File: config.mk
export PLATFORM = sky130hd
export DESIGN_NAME = a2d_intf_flat
export DESIGN_NICKNAME = d
export VERILOG_FILES = /design/src/rtl/a2d_pkg.sv /design/src/rtl/a2d_intf_if.sv /design/src/rtl/a2d_intf_spi_shift16.sv /design/src/rtl/a2d_intf.sv /design/src/flat_wrapper.sv
export SDC_FILE = /design/constraint.sdc
export NUM_CORES = 1
export LEC_CHECK = 0
export CAP_MARGIN = 10
export CORE_UTILIZATION = 35
export CTS_BUF_LIST = sky130_fd_sc_hd__clkbuf_16
export DETAILED_ROUTE_END_ITERATION = 16
export PLACE_DENSITY_LB_ADDON = 0.05
export SETUP_SLACK_MARGIN = 0.1
export SLEW_MARGIN = 20
export SYNTH_ARGS = -nofsm -noshare
export SYNTH_HDL_FRONTEND = slang
export SYNTH_SLANG_ARGS = --single-unit
File: constraint.sdc
create_clock -name clk -period 4.73 [get_ports clk]
set_input_delay 0.7095 -clock clk [delete_from_list [all_inputs] [get_ports clk]]
set_output_delay 0.7095 -clock clk [all_outputs]
set_load 0.1 [all_outputs]
File: src/rtl/a2d_pkg.sv
// Shared types and constants for the A2D SPI master.
package a2d_pkg;

    typedef enum logic [2:0] {
        IDLE,
        TX1,
        GAP,
        TX2,
        DONE
    } state_t;

    localparam logic [1:0]  CMD_PAD_HI = 2'b00;
    localparam logic [10:0] CMD_PAD_LO = 11'h000;
    localparam int          FRAME_BITS = 16;
    localparam int          BACK_PORCH = 16;

    function automatic logic [FRAME_BITS-1:0] cmd_word(input logic [2:0] ch);
        return {CMD_PAD_HI, ch, CMD_PAD_LO};
    endfunction

endpackage

File: src/rtl/a2d_intf_if.sv
// SPI bus between the A2D master and the external converter.
interface a2d_intf_if;

    logic SS_n;
    logic SCLK;
    logic MOSI;
    logic MISO;

    modport master (
        output SS_n,
        output SCLK,
        output MOSI,
        input  MISO
    );

    modport slave (
        input  SS_n,
        input  SCLK,
        input  MOSI,
        output MISO
    );

endinterface

File: src/rtl/a2d_intf_spi_shift16.sv
// 16-bit SPI shifter: MOSI changes on SCLK fall, MISO captured on SCLK rise.
module spi_shift16
    import a2d_pkg::*;
(
    input  logic                  clk,
    input  logic                  rst,
    input  logic                  load,
    input  logic [FRAME_BITS-1:0] cmd,
    input  logic                  sclk_fall,
    input  logic                  sclk_rise,
    input  logic                  miso,
    output logic                  mosi,
    output logic [11:0]           rx_res,
    output logic                  done_16
);

    logic [FRAME_BITS-1:0] sr;
    logic [4:0]            cnt;

    // One register serves both directions: the outgoing MSB is copied to
    // MOSI on the fall, then the rise shifts it out and the MISO bit in.
    always_ff @(posedge clk or posedge rst) begin
        if (rst) begin
            sr   <= '0;
            cnt  <= '0;
            mosi <= 1'b0;
        end else if (load) begin
            sr   <= cmd;
            cnt  <= '0;
            mosi <= 1'b0;
        end else begin
            if (sclk_fall) begin
                mosi <= sr[FRAME_BITS-1];
            end
            if (sclk_rise) begin
                sr  <= {sr[FRAME_BITS-2:0], miso};
                cnt <= cnt + 5'd1;
            end
        end
    end

    assign rx_res  = sr[11:0];
    assign done_16 = (cnt == 5'(FRAME_BITS));

endmodule

File: src/rtl/a2d_intf.sv
// SPI master for the 8-channel 12-bit A2D: command frame, gap, result frame.
module a2d_intf
    import a2d_pkg::*;
#(
    parameter int DIV_W    = 5,
    parameter int GAP_CLKS = 32
) (
    input  logic        clk,
    input  logic        rst,
    input  logic        strt_cnv,
    input  logic [2:0]  chnnl,
    output logic        cnv_cmplt,
    output logic [11:0] A2D_res,
    a2d_intf_if.master  spi
);

    localparam int HALF = 1 << (DIV_W - 1);
    localparam int GW   = $clog2(GAP_CLKS + 1);

    localparam logic [DIV_W-1:0] DIV_LOAD  = {1'b1, 1'b0, {(DIV_W-2){1'b1}}};
    localparam logic [DIV_W-1:0] DIV_RISE  = {1'b0, {(DIV_W-1){1'b1}}};
    localparam logic [DIV_W-1:0] DIV_FALL  = {DIV_W{1'b1}};
    localparam logic [DIV_W-1:0] PORCH_END = DIV_W'(HALF + BACK_PORCH - 1);
    localparam logic [GW-1:0]    GAP_LAST  = GW'(GAP_CLKS - 1);

    state_t state;
    state_t nxt;

    logic             ss_n;
    logic [DIV_W-1:0] div;
    logic [GW-1:0]    gap_cnt;
    logic [2:0]       chn;

    logic        active;
    logic        start;
    logic        gap_end;
    logic        frame_end;
    logic        load;
    logic        sclk_fall;
    logic        sclk_rise;
    logic        done_16;
    logic        mosi;
    logic [11:0] rx_res;

    assign active    = ~ss_n;
    assign start     = (state == IDLE) && strt_cnv;
    assign gap_end   = (state == GAP) && (gap_cnt == GAP_LAST);
    assign load      = start || gap_end;
    assign sclk_rise = active && (div == DIV_RISE);
    assign sclk_fall = active && (div == DIV_FALL) && !done_16;
    // Back porch ends where the 17th fall would have happened.
    assign frame_end = active && done_16 && (div == PORCH_END);

    always_ff @(posedge clk or posedge rst) begin
        if (rst) begin
            state <= IDLE;
        end else begin
            state <= nxt;
        end
    end

    always_comb begin
        nxt = state;
        unique case (state)
            IDLE:    if (strt_cnv)  nxt = TX1;
            TX1:     if (frame_end) nxt = GAP;
            GAP:     if (gap_end)   nxt = TX2;
            TX2:     if (frame_end) nxt = DONE;
            DONE:    nxt = IDLE;
            default: nxt = IDLE;
        endcase
    end

    always_ff @(posedge clk or posedge rst) begin
        if (rst) begin
            ss_n      <= 1'b1;
            div       <= DIV_LOAD;
            gap_cnt   <= '0;
            chn       <= '0;
            cnv_cmplt <= 1'b0;
            A2D_res   <= '0;
        end else begin
            if (load) begin
                ss_n <= 1'b0;
                div  <= DIV_LOAD;
            end else if (frame_end) begin
                ss_n <= 1'b1;
                div  <= DIV_LOAD;
            end else if (active) begin
                div <= div + 1'b1;
            end
            gap_cnt <= (state == GAP) ? gap_cnt + 1'b1 : '0;
            if (start) begin
                chn       <= chnnl;
                cnv_cmplt <= 1'b0;
            end
            if (state == DONE) begin
                A2D_res   <= rx_res;
                cnv_cmplt <= 1'b1;
            end
        end
    end

    spi_shift16 u_shift (
        .clk       (clk),
        .rst       (rst),
        .load      (load),
        .cmd       (cmd_word(start ? chnnl : chn)),
        .sclk_fall (sclk_fall),
        .sclk_rise (sclk_rise),
        .miso      (spi.MISO),
        .mosi      (mosi),
        .rx_res    (rx_res),
        .done_16   (done_16)
    );

    assign spi.SS_n = ss_n;
    assign spi.SCLK = div[DIV_W-1];
    assign spi.MOSI = mosi;

endmodule

File: src/flat_wrapper.sv
// flat-port wrapper written by rule: the top's interface ports become plain ports
module a2d_intf_flat import a2d_pkg::*;
#(
    parameter int DIV_W    = 5,
    parameter int GAP_CLKS = 32
)
  (clk, rst, strt_cnv, chnnl, cnv_cmplt, A2D_res, spi_SS_n, spi_SCLK, spi_MOSI, spi_MISO);
  a2d_intf_if spi_i ();
  input  logic clk;
  input  logic rst;
  input  logic strt_cnv;
  input  logic [2:0] chnnl;
  output logic cnv_cmplt;
  output logic [11:0] A2D_res;
  output wire logic [$bits(spi_i.SS_n)-1:0] spi_SS_n;
  output wire logic [$bits(spi_i.SCLK)-1:0] spi_SCLK;
  output wire logic [$bits(spi_i.MOSI)-1:0] spi_MOSI;
  input wire logic [$bits(spi_i.MISO)-1:0] spi_MISO;
  assign spi_SS_n = spi_i.SS_n;
  assign spi_SCLK = spi_i.SCLK;
  assign spi_MOSI = spi_i.MOSI;
  assign spi_i.MISO = spi_MISO;
  a2d_intf #(.DIV_W(DIV_W), .GAP_CLKS(GAP_CLKS)) u_core (.clk(clk), .rst(rst), .strt_cnv(strt_cnv), .chnnl(chnnl), .cnv_cmplt(cnv_cmplt), .A2D_res(A2D_res), .spi(spi_i));
endmodule
Yosys cells after proc, flatten, opt, wreduce, memory -nomap -nowiden --
Index checks and enable logic that the tools add are counted.
Word-level totals: latch bits 0, register bits 53, bits in writable memories 0, logic and storage cells 62, memories 0, bits in read-only memories 0, output and inout port bits 16
Operators by class: equal/unequal tests 13, multiplexer cells 20, div/mod/pow operators 0, reductions and logical operators 15, $mul 0, shifts and indexed selects 0, add/subtract/negate cells 3, magnitude comparators 0, bitwise operators 1
Operators by type and width (count):
- 16-bit two-way mux | 2
- 5-bit two-way mux | 5
- 3-bit two-way mux | 5
- 3-bit one-hot mux with 4 select lines | 1
- 5-bit by 1-bit adder with 5-bit output (second input constant) | 2
- 5-bit equality test (second input constant) | 2
- 2-bit nonzero test | 4
- 1-bit logical AND | 7
- 6-bit by 1-bit adder with 6-bit output (second input constant) | 1
- 3-bit by 2-bit equality test with 1-bit output (second input constant) | 2
- 6-bit by 5-bit equality test with 1-bit output (second input constant) | 1
- 1-bit two-way mux | 6
- 6-bit two-way mux | 1
- 2-bit by 1-bit != test with 1-bit output (second input constant) | 3
- 5-bit by 4-bit equality test with 1-bit output (second input constant) | 1
- 4-bit AND reduction | 1
- 3-bit by 1-bit equality test with 1-bit output (second input constant) | 1
- 3-bit equality test (second input constant) | 1
- 3-bit logical NOT | 1
- 3-bit != test (second input constant) | 1
- 2-bit != test (second input constant) | 1
- 1-bit logical NOT | 1
- 1-bit logical OR | 1
- 1-bit inverter | 1

Logic depth before layout (Yosys ltp) --
Gate-level depths: netlist of run 1.
depth in word-level cells 5, gate-level depth with buffers 8, mapped depth without buffers 7

Modules after synthesis --
A second synthesis of run 1 with hierarchy kept.
Unflattened totals: cell total of the unflattened synthesis 226, area total of the unflattened synthesis 2626.3 um^2
By module, submodules not included:
- a2d_intf | area an instance 1438.9 um^2, cells an instance 113, instances 1
- spi_shift16 | area an instance 1187.4 um^2, cells an instance 113, instances 1

Least setup slack after synthesis of run 1 --
No wires, ideal clock.
path type register to register, start point register u_core.div[4], end point register u_core.u_shift.sr[11], setup time 0.134 ns, arrival time 1.967 ns, cell stages (with the launch flop) 8, slack 2.629 ns, buffers on the path 1, cells stage by stage dfstp_2 > inv_1 > ha_1 > nand2b_1 > clkbuf_1 > mux2_2 > nand3_1 > o211ai_1
On the way: word-level cells in the longest chain between the ends 3
RTL lines:
- start, declared | RTL line a2d_intf.sv:30 | logic [DIV_W-1:0] div;
- start signal, assigned | RTL line a2d_intf.sv:90 | div <= div + 1'b1;
- 5-bit by 4-bit equality test with 1-bit output | RTL line a2d_intf.sv:49 | assign sclk_rise = active && (div == DIV_RISE);
- 1-bit logical AND | RTL line a2d_intf.sv:49
- 2-bit nonzero test (no source line)
- end signal, assigned | RTL line a2d_intf_spi_shift16.sv:28 | sr <= cmd;
- end signal, assigned | RTL line a2d_intf_spi_shift16.sv:36 | sr <= {sr[FRAME_BITS-2:0], miso};
- end, declared | RTL line a2d_intf_spi_shift16.sv:17 | logic [FRAME_BITS-1:0] sr;
Every way passes these cells. A chain may end at the register's enable or synchronous reset.

Worst setup path in the final report of run 1 --
start point register u_core.ss_n (netlist: u_core.spi.SS_n), end point output port spi_SS_n
RTL lines:
- start, declared | RTL line a2d_intf.sv:29 | logic ss_n;
- start signal, assigned | RTL line a2d_intf.sv:76 | ss_n <= 1'b1;
- start signal, assigned | RTL line a2d_intf.sv:84 | ss_n <= 1'b0;
- start signal, assigned | RTL line a2d_intf.sv:87 | ss_n <= 1'b1;
- end, declared | RTL line flat_wrapper.sv:15 | output wire logic [$bits(spi_i.SS_n)-1:0] spi_SS_n;
No word-level cell between the ends.

==> results of run 1 <==
[per-layer routing]
metal  wire (um)  global-route usage, %  up-vias  share of wire (%)
li1            -                      -      758                  -
met1        2100                   18.1      736                 49
met2        1940                   20.5       30                 46
met3         153                   3.64        6                3.6
met4          56                   4.23        0                1.3
met5           0                      0        -                  0
[metrics by stage]
step | std cells | util (%) | hold WS [ns]
final | 312 | 43.4 | 0.478
after global routing | 312 | 43.4 | 0.515
after CTS | 312 | 43.3 | 0.483
after detailed placement | 304 | 40.7 | 0.468
after global placement | 304 | 40.7 | 0.451
after floorplan | 213 | - | 0.439
[cells in the mapped netlist (all sizes together), types with 4 or more instances]
master / number
nand2: 44
clkbuf: 4
ha: 6
nand3: 6
buf: 6
dfstp: 5
o211ai: 4
inv: 4
dfrtp: 48
nor2: 16
mux2: 15
xor2: 8
a21oi: 15
[power groups by stage]
stage / combinational, mW / sequential (mW) / clock [mW]
after floorplan: 0.129 / 0.635 / 0
after global placement: 0.225 / 0.589 / 0
after detailed placement: 0.230 / 0.594 / 0
after CTS: 0.231 / 0.585 / 0.420
after global routing: 0.257 / 0.596 / 0.445
final: 0.228 / 0.584 / 0.413
[logic make-up (layout without fill, tap and decap cells)]
kind of cell	after synthesis	count (layout)	share of synthesized area, %
buf+inv	14	36	3.96
xor+xnor	11	11	4.07
fa+ha+maj	6	6	3.17
flops	53	53	56.2
simple gates	89	89	18.4
compound gates	23	23	6.23
mux	17	17	7.97
[state kept, by name, indices dropped and copies added, names as in the netlist]
register	cells
u_core.u_shift.sr	16
u_core.A2D_res	12
u_core.gap_cnt	6
u_core.div	5
u_core.u_shift.cnt	5
u_core.chn	3
u_core.state	3
u_core.cnv_cmplt	1
u_core.spi.SS_n	1
u_core.u_shift.mosi	1
[cell usage in the layout, fill, tap and decap left out, drive strengths merged, types with 2 or more instances in the layout]
master         netlist  layout
dfstp                5       5
nand3                6       6
nand4                3       3
o211ai               4       4
ha                   6       6
mux2                15      15
buf                  6       2
nand4b               2       2
dfrtp               48      48
nor2b                2       2
mux2i                2       2
nor3b                3       3
xnor2                3       3
nor2                16      16
nand2               44      44
a21oi               15      15
inv                  4       5
xor2                 8       8
o31ai                2       2
and3                 2       2
clkdlybuf4s50        0      22
clkbuf               4       5
[tightest hold or removal path: stages, from the launching register on]
cell     delay (ns)
dfrtp_1        0.33
nand2_1        0.06
nand2_1        0.06
[cell type report]
class | count | area (um2) | share of cell area [%]
clock buffers | 5 | 125 | 4.47
multi-input cells | 146 | 955 | 34.1
repair buffers | 24 | 235 | 8.40
inverters | 4 | 15.0 | 0.536
clock inverters | 3 | 42.5 | 1.52
flip-flops and latches | 53 | 1330 | 47.6
well taps | 77 | 96.3 | 3.44
[path summary, 6_finish.rpt]
path | startpoint | to | slack (ns) | cells past startpoint
worst min register to register | u_core.chn[0] | u_core.chn[0] | 0.48 | 2
worst max register to register | u_core.div[0] | u_core.u_shift.sr[11] | 2.46 | 7
worst max-delay path | u_core.spi.SS_n | spi_SS_n | 1.91 | 1
worst min-delay path | u_core.chn[0] | u_core.chn[0] | 0.48 | 2
max in group asynchronous | rst | u_core.gap_cnt[0] | 3.37 | 3
min in group asynchronous | rst | u_core.u_shift.cnt[1] | 0.91 | 3
==> out/qor.txt, run 1 <==
Fin crit share: 59.7%
Top cell type by total area after synthesis: dfrtp_1
Top FF cell, synth: dfrtp_1
CP max FO: 13
Initial Util: 36.7%
Wire per inst: 13.6 um
Final Instance Area: 2800 um2
Post-synthesis sequential area ratio: 56.2%
Top Ports: 23
Fillers: 615
Yosys reg bits: 53
Endpoints failing setup: 0
Endpoint class of the critical path: output port
DIE HEIGHT: 84.3 um
Combinational share of power: 18.6%
Nets@finish: 247
CP top delay family: buffers and inverters
Type of origin of the critical path: register
RSZ-0062 raised after global routing: false
Vias in the first global route: 1515
DP Worst Slack: 2.21 ns
Resized cells post-CTS: 0
Final Skew: 0.00816 ns
Congestion Overflow GR: 0
GPL Wtd Cong: 0.756
DRT antenna net count: 0
Hold WC Path Type: register to register
Critical path type: register to output port
Area grow syn2layout: 18.2%
Int Pwr: 0.874 mW
First-pass GRT wire length: 7460 um
Mean Syn Cell Area: 11.1 um2
Largest net degree at the start of global routing: 54
IO Port Bufs: 22
Global Route Usage Sum: 13.2%
Total power: 1.23 mW
TritonRoute pass-1 iters: 4
Postcts setup bufs: 0
H-tree depth: 2
Final-report max-slew violation count: 0
Netlist Area Pre-Place: 2370 um2
CTS Hold Bufs: 0
Outcome: finished clean
Fraction of layout cells with a size suffix above 1: 15.7%
Die Area: 7100 um2
Post-synth ARST share: 100%
Setup TNS: 0 ns
Clock transition at the registers of the reported paths: 0.07 ns
Crit-path cells: clkdlybuf4s50_1
Mapped Cells: 213
Placeable Area: 6460 um2
Max_cap viols: 0
Crit path DAT: 2.11 ns
ANT cells: 0
Least-Margin Pin Slew: 1.01 ns
Root Buffer: clkbuf_16
Critical Path Max Stage Delay: 1.17 ns
Number of enable flip-flop cells after synthesis: 0
Die width: 84.3 um
Post-synth net total: 226
Placed cell area: 2630 um2
CP max stage cell: clkdlybuf4s50_1
TritonCTS clock tree: built
Clock power frac: 33.7%
Vias: 1530
Sequential share of power: 47.7%
WP data required: 4.02 ns
Relative slew slack: 32.5%
Vias per cell: 4.90
Clk buf depth: 2
Inserted Clock Buffers: 5
Clock Latency Late Sink: 0.29 ns
Max frequency: 354 MHz
Row cnt: 29
Synth cell types: 40
Sw Share: 28.7%
Initial DRC count: 88
Routed wire length: 4250 um
Buf/Inv on CP: 1
Dpl hpwl: 2760 um
Cell leakage power: 1.27 nW
Worst setup margin: 1.91 ns
Synth top area share: 50.7%
Area contributors post-synth: dfrtp_1 (51%), mux2_2 (7.1%), nand2_1 (7.0%), dfstp_2 (5.5%), a21oi_1 (3.2%)
P_sw: 0.352 mW
Clk sinks: 53
Max rail drop VDD: 0.000150 V
Initial antenna violation count: 0
# DRC: 0
Final hold vios: 0
Period minus WS final: 2.82 ns
PwrDens: 437 nW/um2
Ys Warns: 0
No activity file was read; power rests on OpenSTA's default activity.
==> inputs of run 2 (changes only) <==
==> constraint.sdc (replaced) <==
create_clock -name clk -period 2.3 [get_ports clk]
set_input_delay 0.345 -clock clk [delete_from_list [all_inputs] [get_ports clk]]
set_output_delay 0.345 -clock clk [all_outputs]
set_load 0.1 [all_outputs]
==> out/qor.txt, run 2 (synthesis gave the netlist of run 1 again) <==
Outcome: finished clean
WP data required: 2.50 ns
Global Route Usage Sum: 13.5%
FF-to-FF path depth: 7
Crit path launch: u_core.div[0]
First-pass GRT wire length: 7570 um
Initial antenna violation count: 0
Most common cell after layout, fill and taps aside: dfrtp_1
Setup TNS: 0 ns
Hold WC Path Type: primary input to async pin
Worst setup endpoint: u_core.u_shift.sr[9]
# DRC: 0
Final hold slack: 0.435 ns
DIE HEIGHT: 84.3 um
Most frequent cells in the layout: dfrtp_1 (48), nand2_1 (44), buf_4 (19)
TritonRoute pass-1 iters: 4
Worst R2R End: u_core.u_shift.sr[9]
Placeable Area: 6460 um2
Worst R2R Setup Slack: 0.29 ns
Biggest register: u_core.u_shift.sr
Max rail drop VDD: 0.000399 V
Vias in the first global route: 1544
Endpoints failing setup: 0
Inserted Clock Buffers: 5
Top Ports: 23
Area grow syn2layout: 16.1%
Crit path DAT: 2.22 ns
Share of the core filled with cells: 42.6%
Final Instance Area: 2750 um2
CTS Hold Bufs: 0
Clock transition at the registers of the reported paths: 0.06 ns
Initial DRC count: 48
Die Area: 7100 um2
Relative slew slack: 33.5%
Die width: 84.3 um
Resized cells post-CTS: 0
Max_cap viols: 0
Fillers: 618
Critical path type: register to register
Max frequency: 496 MHz
Final-report max-slew violation count: 0
Fin crit share: 87.6%
Row cnt: 29
Placed cell area: 2620 um2
Cell leakage power: 1.29 nW
Postcts setup bufs: 0
Dpl hpwl: 2960 um
Fraction of layout cells with a size suffix above 1: 22.9%
RSZ-0062 raised after global routing: false
Largest regs: u_core.u_shift.sr (16), u_core.A2D_res (12), u_core.gap_cnt (6)
PwrDens: 866 nW/um2
Vias: 1529
Least-Margin Pin Slew: 0.998 ns
Final Skew: 0.00536 ns
Period minus WS final: 2.01 ns
IO Port Bufs: 22
Multi-input logic area: 948 um2
Worst reg2reg startpoint: u_core.div[0]
Clock Latency Late Sink: 0.29 ns
Sequential Area: 1330 um2
DRT antenna net count: 0
Initial Util: 36.7%
TritonCTS clock tree: built
Largest net degree at the start of global routing: 31
Congestion Overflow GR: 0
Worst setup margin: 0.286 ns
CP max FO: 13
H-tree depth: 2
Root Buffer: clkbuf_16
Vias per cell: 4.88
Nets@finish: 249
Endpoint class of the critical path: register
Final hold vios: 0
Wire per inst: 13.9 um
ANT cells: 0
Routed wire length: 4360 um
GPL Wtd Cong: 0.740
Type of origin of the critical path: register
DP Worst Slack: 0.290 ns
Clk sinks: 53
Max reg flops: 16
Clk buf depth: 2
## run 2: power breakdown
part	switching, mW	internal, mW	total (mW)
combinational	0.277	0.189	0.466
clock	0.317	0.394	0.710
sequential	0.111	1.09	1.21
total	0.705	1.68	2.38
## run 2: how the worst min path moves through the flow
stage               slack (ns)           endpoint
global placement          0.45      u_core.chn[1]
CTS                       0.45      u_core.div[3]
floorplan                 0.44      u_core.chn[0]
detailed placement        0.46      u_core.chn[1]
global route              0.48  u_core.A2D_res[6]
finish                    0.44    u_core.state[2]
## run 2: critical path, cell delays in order (launching register included)
cell     delay, ns
dfstp_2       0.55
ha_1          0.15
and3_1        0.19
ha_1          0.17
nor2b_1       0.38
buf_4         0.28
nand2_1       0.07
a21oi_1       0.14
## run 2: per-stage QoR
step | std cells | total power, mW
floorplan | 213 | 1.57
global placement | 306 | 1.68
detailed placement | 306 | 1.70
CTS | 313 | 2.42
global route | 313 | 2.55
finish | 313 | 2.38
## run 2: cell type report
type,instances,share of cell area (%)
tap,77,3.50
clock inverter,2,0.409
sequential,53,48.4
clock buffer,5,4.55
inverter,4,0.546
multi-input combinational,146,34.5
timing repair buffer,26,8.09
## run 2: metal layers
metal / wire (um) / vias to the layer above / global-route usage, %
met5: 0 / - / 0
met4: 46 / 0 / 4.70
met3: 132 / 6 / 3.34
met2: 2010 / 19 / 21.5
met1: 2160 / 745 / 18.2
li1: - / 759 / -
